File: config.mk
export PLATFORM = sky130hd
export DESIGN_NAME = unpack6_ser_wn
export DESIGN_NICKNAME = d
export VERILOG_FILES = /design/src/rtl/unpack6_pkg.sv /design/src/rtl/unpack6_lane_mux.sv /design/src/rtl/unpack6_ser_wn.sv
export SDC_FILE = /design/constraint.sdc
export NUM_CORES = 1
export LEC_CHECK = 0
export ABC_AREA = 1
export BUFFER_PORTS_ARGS = -buffer_cell sky130_fd_sc_hd__buf_2
export CAP_MARGIN = 0
export CORE_AREA = 2 2 39 41
export CTS_CLUSTER_SIZE = 8
export DETAILED_ROUTE_END_ITERATION = 7
export DIE_AREA = 0 0 41 43
export GPL_TIMING_DRIVEN = 1
export PLACE_DENSITY = 0.69
export SETUP_SLACK_MARGIN = 0.05
export SYNTH_ARGS = -nofsm -noshare
export SYNTH_HDL_FRONTEND = slang
export SYNTH_HIERARCHICAL = 1
export SYNTH_SLANG_ARGS = --single-unit
File: constraint.sdc
create_clock -name clk -period 1.4 [get_ports clk]
set_input_delay 0.21 -clock clk [delete_from_list [all_inputs] [get_ports clk]]
set_output_delay 0.21 -clock clk [all_outputs]
set_load 0.005 [all_outputs]
File: src/rtl/unpack6_pkg.sv
// unpack6_pkg: shared constants and types for the 6-lane word serialiser.
//   NLANES     - number of lanes in a packed word
//   state_t    - serialiser state (IDLE: no word held, SEND: lanes emitting)
//   lane_idx_t - 3-bit lane index
package unpack6_pkg;
   localparam int NLANES = 6;
   typedef enum logic {IDLE, SEND} state_t;
   typedef logic [2:0] lane_idx_t;
endpackage

File: src/rtl/unpack6_lane_mux.sv
// unpack6_lane_mux: combinational lane selector for a packed 6-lane word.
//   word (in)  - packed word, lane k at bits [(k+1)*inwidth-1 : k*inwidth]
//   idx  (in)  - lane index 0..5
//   lane (out) - selected lane; zero for out-of-range indices
module unpack6_lane_mux
   import unpack6_pkg::*;
#(
   parameter int inwidth = 1
) (
   input  logic [NLANES*inwidth-1:0] word,
   input  lane_idx_t                 idx,
   output logic [inwidth-1:0]        lane
);
   assign lane = (int'(idx) < NLANES) ? word[int'(idx)*inwidth +: inwidth] : '0;
endmodule

File: src/rtl/unpack6_ser_wn.sv
// unpack6_ser_wn: captures a 6-lane packed word and emits it one lane per cycle.
//   clk, reset       - rising-edge clock, synchronous active-high reset
//   i_data/i_valid   - packed input word and its valid; i_ready accepts it
//   o_data/o_valid   - current lane and its valid; o_ready accepts it
//   o_idx, o_last    - index of the lane on o_data, final-lane flag
//   i_cnt            - lane count captured with i_data (0 or >6 means 6),
//                      present only when UNPACK6_CNT_EN is defined
// A new word is accepted in the same cycle the final lane leaves, so
// back-to-back words stream with no bubble.
module unpack6_ser_wn
   import unpack6_pkg::*;
#(
   parameter int inwidth = 1
) (
   input  logic                     clk,
   input  logic                     reset,
   input  logic [NLANES*inwidth-1:0] i_data,
   input  logic                     i_valid,
   output logic                     i_ready,
   output logic [inwidth-1:0]       o_data,
   output logic                     o_valid,
   input  logic                     o_ready,
   output lane_idx_t                o_idx,
   output logic                     o_last
`ifdef UNPACK6_CNT_EN
   ,
   input  logic [2:0]               i_cnt
`endif
);
   state_t                    state_q, state_d;
   logic [NLANES*inwidth-1:0] word_q, word_d;
   lane_idx_t                 idx_q, idx_d, last_q, last_d, cnt_last;
   logic                      in_xfer, out_xfer;
`ifdef UNPACK6_CNT_EN
   assign cnt_last = (i_cnt == 3'd0 || i_cnt > 3'(NLANES)) ? lane_idx_t'(NLANES - 1) : i_cnt - 3'd1;
`else
   assign cnt_last = lane_idx_t'(NLANES - 1);
`endif
   assign o_valid  = state_q == SEND;
   assign o_idx    = idx_q;
   assign o_last   = o_valid && idx_q == last_q;
   assign i_ready  = !reset && (!o_valid || (o_ready && o_last));
   assign in_xfer  = i_valid && i_ready;
   assign out_xfer = o_valid && o_ready;
   always_comb begin
      state_d = in_xfer ? SEND : (out_xfer && o_last) ? IDLE : state_q;
      word_d  = in_xfer ? i_data : word_q;
      last_d  = in_xfer ? cnt_last : last_q;
      idx_d   = in_xfer ? '0 : (out_xfer && !o_last) ? idx_q + 3'd1 : idx_q;
   end
   always_ff @(posedge clk) begin
      if (reset) begin
         state_q <= IDLE;
         word_q  <= '0;
         idx_q   <= '0;
         last_q  <= '0;
      end else begin
         state_q <= state_d;
         word_q  <= word_d;
         idx_q   <= idx_d;
         last_q  <= last_d;
      end
   end
   unpack6_lane_mux #(.inwidth(inwidth)) u_mux (
      .word (word_q),
      .idx  (idx_q),
      .lane (o_data)
   );
endmodule

==> results.md <==
* Power density over the cells at 859 nW/µm²
* Grt met2 use at 27.8%
* CTS Hold Bufs at 0
* Die width at 41 µm
* M1 GR Usage at 21.6%
* Detail Route Antenna Nets at 0
* Share of cells above drive strength 1 at 43.2%
* Final period utilization at 100%
* Arr. time, crit path at 1190 ps
* Critical path peak fanout at 3
* CTS Sinks at 11
* DRT Wirelength at 1450 µm
* GRT Util Overall at 17.8%
* Peak VDD IR at 618 µV
* RSZ-0062 raised after global routing: true
* Starting density of the core at 42.1%
* Critical Path RT at 1190 ps
* Clock skew at 6.31 ps
* Critical path type: reg2out
* Synth Area per Inst at 6.94 µm²
* Met3 usage at 3.14%
* Worst Setup End Kind: output pin
* NumNets Final at 123
* Via count of the routed design at 661
* Worst-skew pair later-pin latency at 270 ps
* Boundary Pins at 17
* Yosys reg bits at 11
* Worst Hold Class: in2reg
* Commonest non-fill, non-tap cell in the layout: nand2_1
* Synth cell types at 18
* Pre-antenna DRT Iters at 4
* Hold Fails Final Rpt at 0
* Mapped cell area at 583 µm²
* H-tree Lvls at 1
* First-pass GRT wire length at 2150 µm
* CTS clk-pin slew, worst paths at 70 ps
* Area post-placement at 708 µm²
* Routed length per placed instance at 11.4 µm
* Failing checks: setup timing
* Max_cap viols at 0
* Syn nets at 95
* Total CTS buffers at 3
* # rows at 14
* Post-Syn Instances at 84
* Die H at 43 µm
* Startpoint types: flop
* Drt drc at 0
* Vias in the first global route at 536
* DP HPWL at 956 µm
* Initial antenna violation count at 0
* Slew headroom at 74.8%
* Status: complete, but fails checks
* Die area at 1760 µm²
* Gp weighted congestion at 0.698
* Fmax at 712 MHz
* Slew Limit Fails at 0
* Crit path time final at 1400 ps
* Remaining Overflow, GRT at 0
* Fillers at 140
* Leak at 0.415 nW
* TNS Setup at -3.74 ps
* Core footprint at 1380 µm²
* Final setup margin at -3.74 ps
* ANT cells at 0
* Avg Vias per Cell at 5.20
* Most frequent cells in the layout: 22 x nand2_1, 16 x buf_2, 14 x nand3_1
* Synthesis-to-layout area growth at 44.0%
* Slew @ Worst Pin at 376 ps
* CTS Root Cell: clkbuf_4
* Final Cell Area at 840 µm²
* Yosys warning total at 6
* TritonCTS clock tree: yes
* # port buffers at 16
* Sequential fraction of the synthesis area at 37.8%
* Final core utilization at 60.7%
* Clock tree buffer depth at 2
* Detailed router's first-iteration violation count at 18
* Gr busiest metal: met2
* Final setup vio count at 1
* Largest net degree at the start of global routing at 10
cell families after synthesis:
logic type / after synthesis / share of synthesized area [%]
adder cells (fa/ha/maj): 1 / 2.15
AO/OA/AOI/OAI: 3 / 4.51
buffers and inverters: 14 / 9.23
flip-flops: 11 / 37.8
AND/OR/NAND/NOR: 54 / 44.8
XOR/XNOR: 1 / 1.50
metrics by stage:
stage	hold WS (ps)	worst slack, ps	power [mW]	std cells
after global placement	434	182	0.474	119
after detailed placement	442	165	0.476	119
after global routing	170	-84.9	0.754	127
after CTS	159	-23.3	0.713	126
after floorplan	279	134	0.426	84
final	162	-3.74	0.721	127
state kept, by name (all words and copies together), names as in the netlist:
signal and cells:
word_q 6, o_idx 3, last_q 1, o_valid 1
critical path, cell delays in order (launching register included):
cell and delay (ps):
dfxtp_2 340, o21ai_4 200, nand4_4 120, a21oi_4 150
buf_2 130
repair_timing:
action,in CTS,in global routing
cloned,0,1
pin swaps,5,6
setup buffers,3,0
setup endpoints to repair,3,10
gates resized for setup,15,5
Yosys cell counts:
cell type | instances | area (µm²)
nand2_1 | 26 | 97.6
nand3_1 | 17 | 85.1
dfxtp_1 | 11 | 220
inv_1 | 10 | 37.5
nand4_1 | 3 | 18.8
nor2_1 | 3 | 11.3
inv_2 | 2 | 7.51
nand2_2 | 2 | 12.5
a21oi_1 | 1 | 5.00
a21oi_4 | 1 | 16.3
clkbuf_2 | 1 | 5.00
clkinv_1 | 1 | 3.75
ha_1 | 1 | 12.5
nand3_4 | 1 | 17.5
nand4_2 | 1 | 12.5
nor2_2 | 1 | 6.26
o21ai_1 | 1 | 5.00
xor2_1 | 1 | 8.76
path summary, 6_finish.rpt:
check             startpoint        end  slack (ps)  depth (start not counted)
setup / recovery    o_idx[2]    i_ready          -4                          4
hold / removal     i_data[3]  word_q[3]         160                          3
setup reg to reg    o_idx[2]   o_idx[2]          90                          7
hold reg to reg    word_q[5]  word_q[5]         470                          2
power by group:
part	total (mW)	internal, mW	switching, mW
logic	0.157	0.0681	0.0886
clock network	0.216	0.110	0.106
registers	0.348	0.333	0.0149
total	0.721	0.512	0.209
area by class of cell:
class	count	area, µm²	area share [%]
Inverter	13	51.3	6.11
Sequential cell	11	229	27.3
Clock buffer	4	26.3	3.13
Timing Repair Buffer	23	136	16.2
Multi-Input combinational cell	60	377	44.9
Tap cell	16	20.0	2.38
metal layers:
| metal | share of wire, % | wire length (µm) |
|---|---|---|
| met2 | 50 | 721 |
| met1 | 44 | 646 |
| met4 | 0.55 | 8 |
| met3 | 5.2 | 75 |
| met5 | 0 | 0 |
No activity file was read; power rests on OpenSTA's default activity.
